==> src/rtl/gps_pkg.sv <==
// Shared GPS/NMEA definitions: receiver FSM states, error codes and framing characters.
package gps_pkg;

    typedef enum logic [2:0] {
        StIdle,
        StBody,
        StCsHi,
        StCsLo,
        StEolCr,
        StEolLf
    } nmea_state_e;

    localparam logic [2:0] ErrNone     = 3'd0;
    localparam logic [2:0] ErrChecksum = 3'd1;
    localparam logic [2:0] ErrHex      = 3'd2;
    localparam logic [2:0] ErrEol      = 3'd3;
    localparam logic [2:0] ErrOverflow = 3'd4;
    localparam logic [2:0] ErrRestart  = 3'd5;
    localparam logic [2:0] ErrIdLong   = 3'd6;

    localparam logic [7:0] AsciiDollar = 8'h24;
    localparam logic [7:0] AsciiComma  = 8'h2C;
    localparam logic [7:0] AsciiStar   = 8'h2A;
    localparam logic [7:0] AsciiCr     = 8'h0D;
    localparam logic [7:0] AsciiLf     = 8'h0A;

    localparam int unsigned NMEA_MAX_LEN = 82;

endpackage

==> src/rtl/nmea_hex_nibble.sv <==
// Uppercase ASCII hex digit to 4-bit value; hex_ok flags a legal digit.
module nmea_hex_nibble (
    input  logic [7:0] ascii,
    output logic [3:0] value,
    output logic       hex_ok
);

    always_comb begin
        value  = 4'd0;
        hex_ok = 1'b0;
        if (ascii >= 8'h30 && ascii <= 8'h39) begin
            value  = ascii[3:0];
            hex_ok = 1'b1;
        end else if (ascii >= 8'h41 && ascii <= 8'h46) begin
            // 'A'..'F' have low nibble 1..6
            value  = ascii[3:0] + 4'd9;
            hex_ok = 1'b1;
        end
    end

endmodule

==> src/rtl/nmea_sentence_rx.sv <==
// NMEA sentence framer: checks $body*HH<CR><LF>, streams tagged payload, reports status.
module nmea_sentence_rx
    import gps_pkg::*;
#(
    parameter int unsigned MAX_LEN = NMEA_MAX_LEN,
    parameter int unsigned ID_MAX  = 8
) (
    input  logic                  clk,
    input  logic                  rst,
    input  logic [7:0]            rx_data,
    input  logic                  rx_valid,
    output logic [7:0]            pay_data,
    output logic                  pay_valid,
    output logic [4:0]            pay_field,
    output logic [6:0]            pay_char,
    output logic [ID_MAX*8-1:0]   msg_id,
    output logic                  msg_done,
    output logic                  msg_ok,
    output logic [2:0]            msg_err
);

    localparam int unsigned LenW = $clog2(MAX_LEN + 1);
    localparam logic [LenW-1:0] MaxLenV = LenW'(MAX_LEN);
    localparam logic [6:0]      IdMaxV  = 7'(ID_MAX);

    nmea_state_e      state;
    logic [7:0]       csum;
    logic [7:0]       cs_rx;
    logic [LenW-1:0]  len;
    logic [4:0]       field;
    logic [6:0]       char_idx;

    logic [3:0]       nib;
    logic             nib_ok;

    nmea_hex_nibble u_hex (
        .ascii  (rx_data),
        .value  (nib),
        .hex_ok (nib_ok)
    );

    always_ff @(posedge clk) begin
        if (rst) begin
            state     <= StIdle;
            csum      <= 8'd0;
            cs_rx     <= 8'd0;
            len       <= '0;
            field     <= 5'd0;
            char_idx  <= 7'd0;
            pay_data  <= 8'd0;
            pay_valid <= 1'b0;
            pay_field <= 5'd0;
            pay_char  <= 7'd0;
            msg_id    <= '0;
            msg_done  <= 1'b0;
            msg_ok    <= 1'b0;
            msg_err   <= ErrNone;
        end else begin
            pay_valid <= 1'b0;
            msg_done  <= 1'b0;
            msg_ok    <= 1'b0;
            msg_err   <= ErrNone;
            if (rx_valid) begin
                if (rx_data == AsciiDollar) begin
                    // A '$' always opens a fresh sentence, aborting any in flight
                    if (state != StIdle) begin
                        msg_done <= 1'b1;
                        msg_err  <= ErrRestart;
                    end
                    csum     <= 8'd0;
                    field    <= 5'd0;
                    char_idx <= 7'd0;
                    len      <= LenW'(1);
                    msg_id   <= '0;
                    state    <= StBody;
                end else if (state != StIdle) begin
                    if (len == MaxLenV) begin
                        msg_done <= 1'b1;
                        msg_err  <= ErrOverflow;
                        state    <= StIdle;
                    end else begin
                        len <= len + LenW'(1);
                        case (state)
                            StBody: begin
                                if (rx_data == AsciiStar) begin
                                    state <= StCsHi;
                                end else if (rx_data == AsciiComma) begin
                                    csum     <= csum ^ rx_data;
                                    char_idx <= 7'd0;
                                    if (field != 5'd31) field <= field + 5'd1;
                                end else if (field == 5'd0 && char_idx == IdMaxV) begin
                                    msg_done <= 1'b1;
                                    msg_err  <= ErrIdLong;
                                    state    <= StIdle;
                                end else begin
                                    csum      <= csum ^ rx_data;
                                    pay_valid <= 1'b1;
                                    pay_data  <= rx_data;
                                    pay_field <= field;
                                    pay_char  <= char_idx;
                                    if (char_idx != 7'd127) char_idx <= char_idx + 7'd1;
                                    if (field == 5'd0) begin
                                        msg_id <= {msg_id[ID_MAX*8-9:0], rx_data};
                                    end
                                end
                            end
                            StCsHi, StCsLo: begin
                                if (nib_ok) begin
                                    if (state == StCsHi) begin
                                        cs_rx[7:4] <= nib;
                                        state      <= StCsLo;
                                    end else begin
                                        cs_rx[3:0] <= nib;
                                        state      <= StEolCr;
                                    end
                                end else begin
                                    msg_done <= 1'b1;
                                    msg_err  <= ErrHex;
                                    state    <= StIdle;
                                end
                            end
                            StEolCr: begin
                                if (rx_data == AsciiCr) begin
                                    state <= StEolLf;
                                end else begin
                                    msg_done <= 1'b1;
                                    msg_err  <= ErrEol;
                                    state    <= StIdle;
                                end
                            end
                            StEolLf: begin
                                msg_done <= 1'b1;
                                state    <= StIdle;
                                if (rx_data != AsciiLf) begin
                                    msg_err <= ErrEol;
                                end else if (cs_rx == csum) begin
                                    msg_ok <= 1'b1;
                                end else begin
                                    msg_err <= ErrChecksum;
                                end
                            end
                            default: state <= StIdle;
                        endcase
                    end
                end
            end
        end
    end

endmodule
==> config.mk <==
export PLATFORM = sky130hd
export DESIGN_NAME = nmea_sentence_rx
export DESIGN_NICKNAME = d
export VERILOG_FILES = /design/src/rtl/gps_pkg.sv /design/src/rtl/nmea_hex_nibble.sv /design/src/rtl/nmea_sentence_rx.sv
export SDC_FILE = /design/constraint.sdc
export NUM_CORES = 1
export LEC_CHECK = 0
export ABC_AREA = 1
export ABC_CLOCK_PERIOD_IN_PS = 3800
export BUFFER_PORTS_ARGS = -buffer_cell sky130_fd_sc_hd__buf_2
export CELL_PAD_IN_SITES_DETAIL_PLACEMENT = 0
export CELL_PAD_IN_SITES_GLOBAL_PLACEMENT = 1
export CORE_MARGIN = 2
export CORE_UTILIZATION = 30
export CTS_CLUSTER_DIAMETER = 120
export CTS_CLUSTER_SIZE = 16
export DETAILED_ROUTE_END_ITERATION = 12
export HOLD_SLACK_MARGIN = 0.02
export PLACE_DENSITY = 0.71
export SYNTH_ARGS = -nofsm -noshare
export SYNTH_HDL_FRONTEND = slang
export SYNTH_SLANG_ARGS = --single-unit
export TNS_END_PERCENT = 100
==> constraint.sdc <==
create_clock -name clk -period 3.8 [get_ports clk]
set_input_delay 0.57 -clock clk [delete_from_list [all_inputs] [get_ports clk]]
set_output_delay 0.57 -clock clk [all_outputs]
set_load 0.01 [all_outputs]
# Word-level counts from Yosys, hierarchy flattened
# Cells that the tools add are included.
[op_classes] n_addsub=4 multipliers=0 n_div=0 magnitude_cmp=4 eq_ne=22 shifts=0 mux=71 n_bitwise=11 n_reduce_logical=24
[ops] cell="64-bit two-way mux" n=8
[ops] cell="7-bit two-way mux" n=11
[ops] cell="8-bit two-way mux" n=7
[ops] cell="3-bit two-way mux" n=16
[ops] cell="5-bit two-way mux" n=7
[ops] cell="7-bit AND reduction" n=4
[ops] cell="8-bit by 6-bit equality test with 1-bit output, second input constant" n=3
[ops] cell="8-bit AND reduction" n=2
[ops] cell="5-bit inequality test, second input constant" n=3
[ops] cell="7-bit by 1-bit adder with 7-bit output, second input constant" n=2
[ops] cell="1-bit two-way mux" n=14
[ops] cell="3-bit one-hot mux with 4 select lines" n=1
[ops] cell="1-bit NOT" n=10
[ops] cell="2-bit nonzero test" n=5
[ops] cell="3-bit one-hot mux with 3 select lines" n=1
[ops] cell="8-bit by 4-bit equality test with 1-bit output, second input constant" n=1
[ops] cell="8-bit equality test" n=1
[ops] cell="8-bit by 6-bit >= comparator with 1-bit output, second input constant" n=1
[ops] cell="8-bit by 7-bit >= comparator with 1-bit output, second input constant" n=1
[ops] cell="8-bit by 6-bit <= comparator with 1-bit output, second input constant" n=1
[ops] cell="8-bit by 7-bit <= comparator with 1-bit output, second input constant" n=1
[ops] cell="4-bit two-way mux" n=2
[ops] cell="2-bit inequality test, second input constant" n=4
[ops] cell="8-bit by 4-bit inequality test with 1-bit output, second input constant" n=1
[ops] cell="21 further kinds" n=29
[word_totals] register_bits=128 latch_bits=0 ramBits=0 romBits=0 in_bits=11 out_inout_bits=90 n_memories=0

# Logic depth before layout (Yosys ltp)
# Gate-level depths: netlist of the first run.
[depth] depth_word=9 depth_mapped=13 depth_no_buf=12

# Cells and area by module
# A second synthesis of the first run with hierarchy kept.
[hier_totals] cells_unflattened=837 area_unflattened_um2=5970.7
[modules_own_cells] mod="nmea_sentence_rx" n_inst=1 cells_each=802 area_per_inst_um2=5774.3 seq_area_each_um2=2562.5
[modules_own_cells] mod="nmea_hex_nibble" n_inst=1 cells_each=35 area_per_inst_um2=196.4 seq_area_each_um2=0.0

# Worst setup path before layout of the first run
# OpenSTA, ideal clock, no wires.
[synth_timing] kind="input to register" start="input rx_data[0]" end="register msg_id[14]" setup_time_ps=113 t_arrival_ps=1835 path_slack_ps=1852 cell_stages=9 path_buffers=2 path_cell_list="inv_1 ha_1 nand3_2 nor2_8 buf_2 clkbuf_1 nor2_1 o21ai_1 nor2_1"
[synth_between] elab_chain_len=3
[synth_lines] element="start: declaration" line_no="nmea_sentence_rx.sv:10" text="input logic [7:0] rx_data,"
[synth_lines] element="8-bit by 6-bit equality test with 1-bit output, on equally long branches" line_no="nmea_sentence_rx.sv:64, nmea_sentence_rx.sv:85, nmea_sentence_rx.sv:87"
[synth_lines] element="2-bit inequality test (no source line) or 2-bit nonzero test (tied branches)"
[synth_lines] element="8-bit AND reduction (no source line)"
[synth_lines] element="end signal: assignment" line_no="nmea_sentence_rx.sv:103" text="msg_id <= {msg_id[ID_MAX*8-9:0], rx_data};"
[synth_lines] element="end: declaration" line_no="nmea_sentence_rx.sv:16" text="output logic [ID_MAX*8-1:0] msg_id,"
# Parallel ways exist; a longest one is shown, timed or not.
# A chain may end at the register's enable or synchronous reset.

# Final worst setup path of the first run
[layout_timing] start="input rx_data[0]" end="register msg_id[30]"
# The elaborated chain is that of the path after synthesis.

==> results of run 1 <==
-- worst max-delay path, delay by kind of cell --
| family | cells | cell delay (ns) |
|---|---|---|
| compound gates | 1 | 0.13 |
| simple gates | 5 | 0.79 |
| fa+ha+maj | 1 | 0.24 |
| buf+inv | 5 | 1.11 |
-- worst min path at each step --
stage,start,endpoint,cells past startpoint,slack (ns)
floorplan,field[3]$_SDFFE_PP0P_,field[3]$_SDFFE_PP0P_,2,0.46
global placement,pay_char[0]$_SDFFE_PP0P_,pay_char[0]$_SDFFE_PP0P_,2,0.46
detailed placement,msg_id[62]$_SDFFE_PP0P_,msg_id[62]$_SDFFE_PP0P_,2,0.47
CTS,pay_data[6]$_SDFFE_PP0P_,pay_data[6]$_SDFFE_PP0P_,2,0.48
global route,msg_id[59]$_SDFFE_PP0P_,msg_id[59]$_SDFFE_PP0P_,2,0.49
finish,pay_data[4]$_SDFFE_PP0P_,pay_data[4]$_SDFFE_PP0P_,2,0.47
-- per-layer routing --
layer | vias to the layer above | track usage, % | part of all wire [%]
met2 | 96 | 23.3 | 43
li1 | 3026 | - | -
met1 | 2502 | 21.8 | 51
met4 | 0 | 4.18 | 0.98
met3 | 14 | 3.73 | 4.2
met5 | - | 0 | 0
-- sequential cells by signal (all words and copies together), names as in the netlist --
register / count
pay_field: 5
msg_done: 1
char_idx: 7
msg_err: 3
pay_valid: 1
field: 5
len: 7
pay_char: 7
msg_ok: 1
csum: 8
pay_data: 8
msg_id: 64
cs_rx: 8
state: 3
-- cells by family (layout without fill, tap and decap cells) --
group           Yosys count  after routing
simple gates            468            468
buf+inv                 161            258
compound gates          135            135
flops                   128            128
xor+xnor                 16             16
fa+ha+maj                12             12
-- power groups by stage --
stage	registers, mW	logic (mW)	clock network (mW)
after floorplan	1.37	0.0667	0
after global placement	1.37	0.0997	0
after detailed placement	1.37	0.0988	0
after CTS	1.34	0.0993	1.58
after global routing	1.34	0.112	1.64
final	1.34	0.0982	1.54
-- through the flow --
stage,hold slack [ns],utilization [%]
after detailed placement,0.469,33.9
after CTS,0.479,36.6
after global placement,0.460,33.9
after floorplan,0.455,-
final,0.467,36.6
after global routing,0.494,36.6
-- layout make-up --
class,count,area [sq um]
Fill cell,2259,12800
Multi-Input combinational cell,631,2940
Clock inverter,13,115
Timing Repair Buffer,108,573
Inverter,119,447
Clock buffer,18,439
Tap cell,270,338
Sequential cell,128,2560
-- synthesized netlist by cell type (5+ instances only) --
master and n:
inv_1 113, buf_2 12, xor2_1 11, nor2_1 309, buf_6 7, a21oi_1 25, xnor2_1 5, buf_4 5
o21ai_1 60, nand3_2 5, clkbuf_1 18, nand2_1 79, inv_2 6, nand4_1 12, ha_1 12, nor3_1 14
dfxtp_1 128, nand2_2 5, o21ai_0 42, nand3_1 30
==> results.py, run 1 <==
metrics = {
    "sta": {
        "setup_ws_ns": 1.28,
        "slew_viol_final": 0,
        "setup_tns_ns": 0,
        "relSlewSlack_pct": 55.9,
        "fmax_mhz": 397,
        "grt_setup_unrepaired": "no",
        "worstMarginPinSlew_ns": 0.662,
        "post-route-period-util_pct": 66.4,
        "setup-violations-final": 0,
        "hold_viol_final": 0,
        "min_period_ns": 2.52,
        "fin_worst_skew_ns": 0.00960,
    },
    "clocking": {
        "tritoncts": "built",
        "cts_sinks": 128,
        "ctsRootBufferMaster": "clkbuf_16",
        "cts_buffers": 17,
        "cts_setup_buffers": 0,
        "max-clock-path-buffers": 2,
        "post_cts_resized": 0,
        "clock_latency_ns": 0.42,
        "clk_pin_slew_ns": 0.06,
        "holdBufCountCts": 0,
        "cts_max_level": 4,
    },
    "power": {
        "pwr-share-clk_pct": 51.6,
        "p_total_mw": 2.98,
        "net-switching-power_mw": 0.697,
        "p_per_area_nw_per_um2": 402,
        "p_int_mw": 2.28,
        "p_seq_share_pct": 45.1,
        "swShare_pct": 23.4,
        "leakagePower_nw": 3.37,
        "ir_worst_vdd_v": 0.000307,
        "combPwrFrac_pct": 3.3,
    },
    "worst_setup_path": {
        "critPathLaunch": "rx_data[0]",
        "critPathArrivalTime_ns": 2.88,
        "cpPeakStageDelay_ns": 0.46,
        "worstReg2RegEnd": "msg_id[30]$_SDFFE_PP0P_",
        "worst_setup_path_start_kind": "primary input",
        "crit_type": "in -> reg",
        "endpoint": "msg_id[30]$_SDFFE_PP0P_",
        "crit_path_cell_trace": "buf_2, inv_1, ha_1, nand3_2, inv_1, nand2_2, nand2_2, nand3_2, buf_4, buf_4, o21ai_0, nor2_1",
        "end_kind": "register",
        "cp.required_ns": 4.16,
        "crit_fanout": 41,
        "slowest_stage": "buf_4",
        "rrSetupSlack_ns": 1.58,
        "rr_worst_depth": 12,
        "reg2reg_from": "char_idx[0]$_SDFFE_PP0P_",
    },
    "logic_synthesis": {
        "synthAdderAreaFrac_pct": 2.42,
        "synth_xor_area_share_pct": 2.26,
        "synth_cells": 920,
        "synth.area.top_cells": "dfxtp_1, nor2_1, inv_1",
        "synth_seq_cells": 128,
        "synth_cell_type_count": 33,
        "synth_compound_area_share_pct": 11.3,
        "synth_fp_nets": 943,
        "synth-edff-count": 0,
        "async_flop_share_pct": 0,
        "ys.flop_type": "dfxtp_1",
        "synth_top_family_by_area": "simple AND/OR/NAND/NOR gates",
        "synthesis.area_sq_um": 6190,
        "avgSynthCellArea_sq_um": 6.73,
        "synth_seq_area_share_pct": 41.4,
        "yosysTopAreaCell": "dfxtp_1",
        "synthMuxAreaShare_pct": 0,
        "synthSimpleGateAreaFrac_pct": 31.5,
        "yosysWarnings": 0,
        "synthDominantCellAreaShare_pct": 41.4,
    },
    "detailed_routing": {
        "viasPerCell": 4.38,
        "wirelength_mm": 16.8,
        "drtIter0Drc": 397,
        "post_drt_wl_per_cell_microns": 13.0,
        "dr_total_vias": 5638,
        "ant_nets": 0,
        "dr.pass1.iters": 4,
        "route.detailed.drc": 0,
    },
    "finish": {
        "drive_gt1_share_pct": 16.4,
        "fin_area_sq_um": 7420,
        "num_antenna_cells": 0,
        "final_common_cell": "nor2_1",
        "area_growth_pct": 19.7,
        "layout.cells.non_filler": 1287,
        "fin_nets": 1028,
        "mostFrequentLayoutCells": "nor2_1, dfxtp_1, inv_1, buf_2, nand2_1",
    },
    "global_route": {
        "grt-ovfl-total": 0,
        "grt_pass1_vias": 5076,
        "groute.usage.overall_pct": 15.4,
        "antenna_found_initial": 0,
        "grt_pass1_wl_mm": 26.6,
        "grt_max_degree": 65,
    },
    "place": {
        "gp_congestion": 0.832,
        "numPortBuffers": 100,
        "place_inst": 1256,
        "dp_hpwl_mm": 11.6,
        "dp_slack_ns": 0.863,
        "dpl-instance-area_sq_um": 6860,
    },
    "die": {
        "die_y_microns": 148,
        "num_rows": 52,
        "initial_core_util_pct": 30.6,
        "fp.dieArea_sq_um": 21800,
        "core_sq_um": 20200,
        "die_w_microns": 148,
        "ios": 101,
    },
    "status": {
        "status": "finished, final reports clean",
    },
    "run": {
        "maxCapViolCount": 0,
    },
    "min_path": {
        "hp-class": "reg -> reg",
    },
}
No activity file was read; power rests on OpenSTA's default activity.
==> inputs of run 2 (changes only) <==
--- a/config.mk
+++ b/config.mk
@@ -6,7 +6,7 @@
 export NUM_CORES = 1
 export LEC_CHECK = 0
 export ABC_AREA = 1
-export ABC_CLOCK_PERIOD_IN_PS = 3800
+export ABC_CLOCK_PERIOD_IN_PS = 2500
 export BUFFER_PORTS_ARGS = -buffer_cell sky130_fd_sc_hd__buf_2
 export CELL_PAD_IN_SITES_DETAIL_PLACEMENT = 0
 export CELL_PAD_IN_SITES_GLOBAL_PLACEMENT = 1
==> constraint.sdc (replaced) <==
create_clock -name clk -period 2.5 [get_ports clk]
set_input_delay 0.375 -clock clk [delete_from_list [all_inputs] [get_ports clk]]
set_output_delay 0.375 -clock clk [all_outputs]
set_load 0.01 [all_outputs]
==> results.py, run 2 (same netlist as run 1, synthesis figures left out) <==
metrics = {
    "finish": {
        "mostFrequentLayoutCells": "nor2_1, dfxtp_1, inv_1, buf_2, nand2_1",
        "final_common_cell": "nor2_1",
        "num_antenna_cells": 0,
        "regMostFlops": "msg_id",
        "layout.cells.non_filler": 1301,
        "area_growth_pct": 22.4,
        "drive_gt1_share_pct": 17.4,
        "fin_nets": 1043,
        "largest_reg_flops": 64,
    },
    "detailed_routing": {
        "wirelength_mm": 17.0,
        "post_drt_wl_per_cell_microns": 13.0,
        "dr_total_vias": 5749,
        "drtIter0Drc": 385,
        "dr.pass1.iters": 7,
        "viasPerCell": 4.42,
        "route.detailed.drc": 0,
        "ant_nets": 0,
    },
    "power": {
        "combPwrFrac_pct": 3.4,
        "net-switching-power_mw": 1.02,
        "p_seq_share_pct": 43.2,
        "leakagePower_nw": 3.46,
        "p_int_mw": 3.70,
        "pwr-share-clk_pct": 53.4,
        "ir_worst_vdd_v": 0.000492,
        "p_per_area_nw_per_um2": 623,
        "swShare_pct": 21.7,
    },
    "sta": {
        "post-route-period-util_pct": 83.9,
        "fmax_mhz": 477,
        "hold_viol_final": 0,
        "setup-violations-final": 0,
        "relSlewSlack_pct": 51.7,
        "setup_tns_ns": 0,
        "fin_worst_skew_ns": 0.0100,
        "slew_viol_final": 0,
        "min_period_ns": 2.10,
        "worstMarginPinSlew_ns": 0.724,
        "fin_worst_hold_slack_ns": 0.333,
        "grt_setup_unrepaired": "no",
    },
    "place": {
        "place_inst": 1271,
        "numPortBuffers": 100,
        "gp_congestion": 0.845,
        "dp_hpwl_mm": 11.9,
    },
    "die": {
        "num_rows": 52,
        "initial_core_util_pct": 30.6,
        "die_w_microns": 148,
        "ios": 101,
        "core_sq_um": 20200,
        "die_y_microns": 148,
        "fp.dieArea_sq_um": 21800,
    },
    "clocking": {
        "holdBufCountCts": 0,
        "ctsRootBufferMaster": "clkbuf_16",
        "max-clock-path-buffers": 2,
        "clk_pin_slew_ns": 0.06,
        "tritoncts": "built",
        "cts_buffers": 17,
        "cts_sinks": 128,
        "cts_max_level": 4,
        "post_cts_resized": 0,
        "cts_setup_buffers": 0,
        "clock_latency_ns": 0.42,
    },
    "worst_setup_path": {
        "crit_fanout": 64,
        "worst_setup_path_start_kind": "register",
        "crit_type": "reg -> reg",
        "end_kind": "register",
        "cp.required_ns": 2.81,
        "critPathArrivalTime_ns": 2.41,
    },
    "run": {
        "maxCapViolCount": 0,
    },
    "global_route": {
        "grt_max_degree": 71,
        "antenna_found_initial": 0,
        "groute.usage.overall_pct": 15.7,
        "grt_pass1_wl_mm": 26.9,
        "grt_pass1_vias": 5177,
        "grt-ovfl-total": 0,
    },
    "status": {
        "status": "finished, final reports clean",
    },
    "min_path": {
        "hp-class": "in -> reg",
    },
}
-- run 2: cell count changes in the layout (fill, tap and decap cells not counted), sizes merged --
cell,before,now
bufinv,1,3
inv,121,119
clkinv,6,3
buf,108,123
clkinvlp,4,3
clkbuf,18,21
-- run 2: final timing paths --
kind                              endpoint                startpoint  depth (start not counted)  slack (ns)
setup / recovery   msg_id[32]$_SDFFE_PP0P_  char_idx[1]$_SDFFE_PP0P_                         11        0.40
hold / removal      msg_id[6]$_SDFFE_PP0P_                rx_data[6]                          3        0.33
setup reg to reg   msg_id[32]$_SDFFE_PP0P_  char_idx[1]$_SDFFE_PP0P_                         11        0.40
hold reg to reg   pay_data[4]$_SDFFE_PP0P_  pay_data[4]$_SDFFE_PP0P_                          2        0.47
-- run 2: layer usage --
| layer | track usage, % | up-vias | wire (microns) |
|---|---|---|---|
| met5 | 0 | - | 0 |
| met4 | 5.34 | 0 | 197 |
| met3 | 4.04 | 15 | 855 |
| met2 | 23.2 | 112 | 7390 |
| met1 | 22.2 | 2561 | 8510 |
| li1 | - | 3061 | - |
-- run 2: area by class of cell --
| cell class | instances | area (sq um) |
|---|---|---|
| fill | 2221 | 12700 |
| multi-input combinational | 631 | 2940 |
| sequential | 128 | 2560 |
| timing repair buffer | 123 | 698 |
| clock buffer | 21 | 460 |
| inverter | 119 | 447 |
| tap | 270 | 338 |
| clock inverter | 9 | 135 |
-- run 2: power by group through the flow --
stage | registers, mW | logic [mW] | clock network (mW)
2_1_floorplan | 2.09 | 0.101 | 0
3_3_place_gp | 2.09 | 0.159 | 0
3_5_place_dp | 2.09 | 0.158 | 0
4_1_cts | 2.04 | 0.159 | 2.58
5_1_grt | 2.04 | 0.176 | 2.67
6_report | 2.04 | 0.158 | 2.52
-- run 2: worst max-delay path, cell delays in order, from the launching register on --
cell     delay, ns
dfxtp_1       0.45
inv_1         0.07
ha_1          0.21
inv_1         0.06
nor2_1        0.03
nand3_1       0.12
nand2_1       0.10
a21oi_1       0.17
nand3_2       0.10
buf_4         0.33
o21ai_0       0.26
nor2_1        0.05
-- run 2: stage by stage --
stage	util (%)	cell area (sq um)	setup slack [ns]	power (mW)
2_1_floorplan	-	6190	0.747	2.19
3_3_place_gp	34.5	6990	0.194	2.25
3_5_place_dp	34.5	6990	0.191	2.25
4_1_cts	37.5	7580	0.399	4.78
5_1_grt	37.5	7580	0.204	4.89
6_report	37.5	7580	0.403	4.72
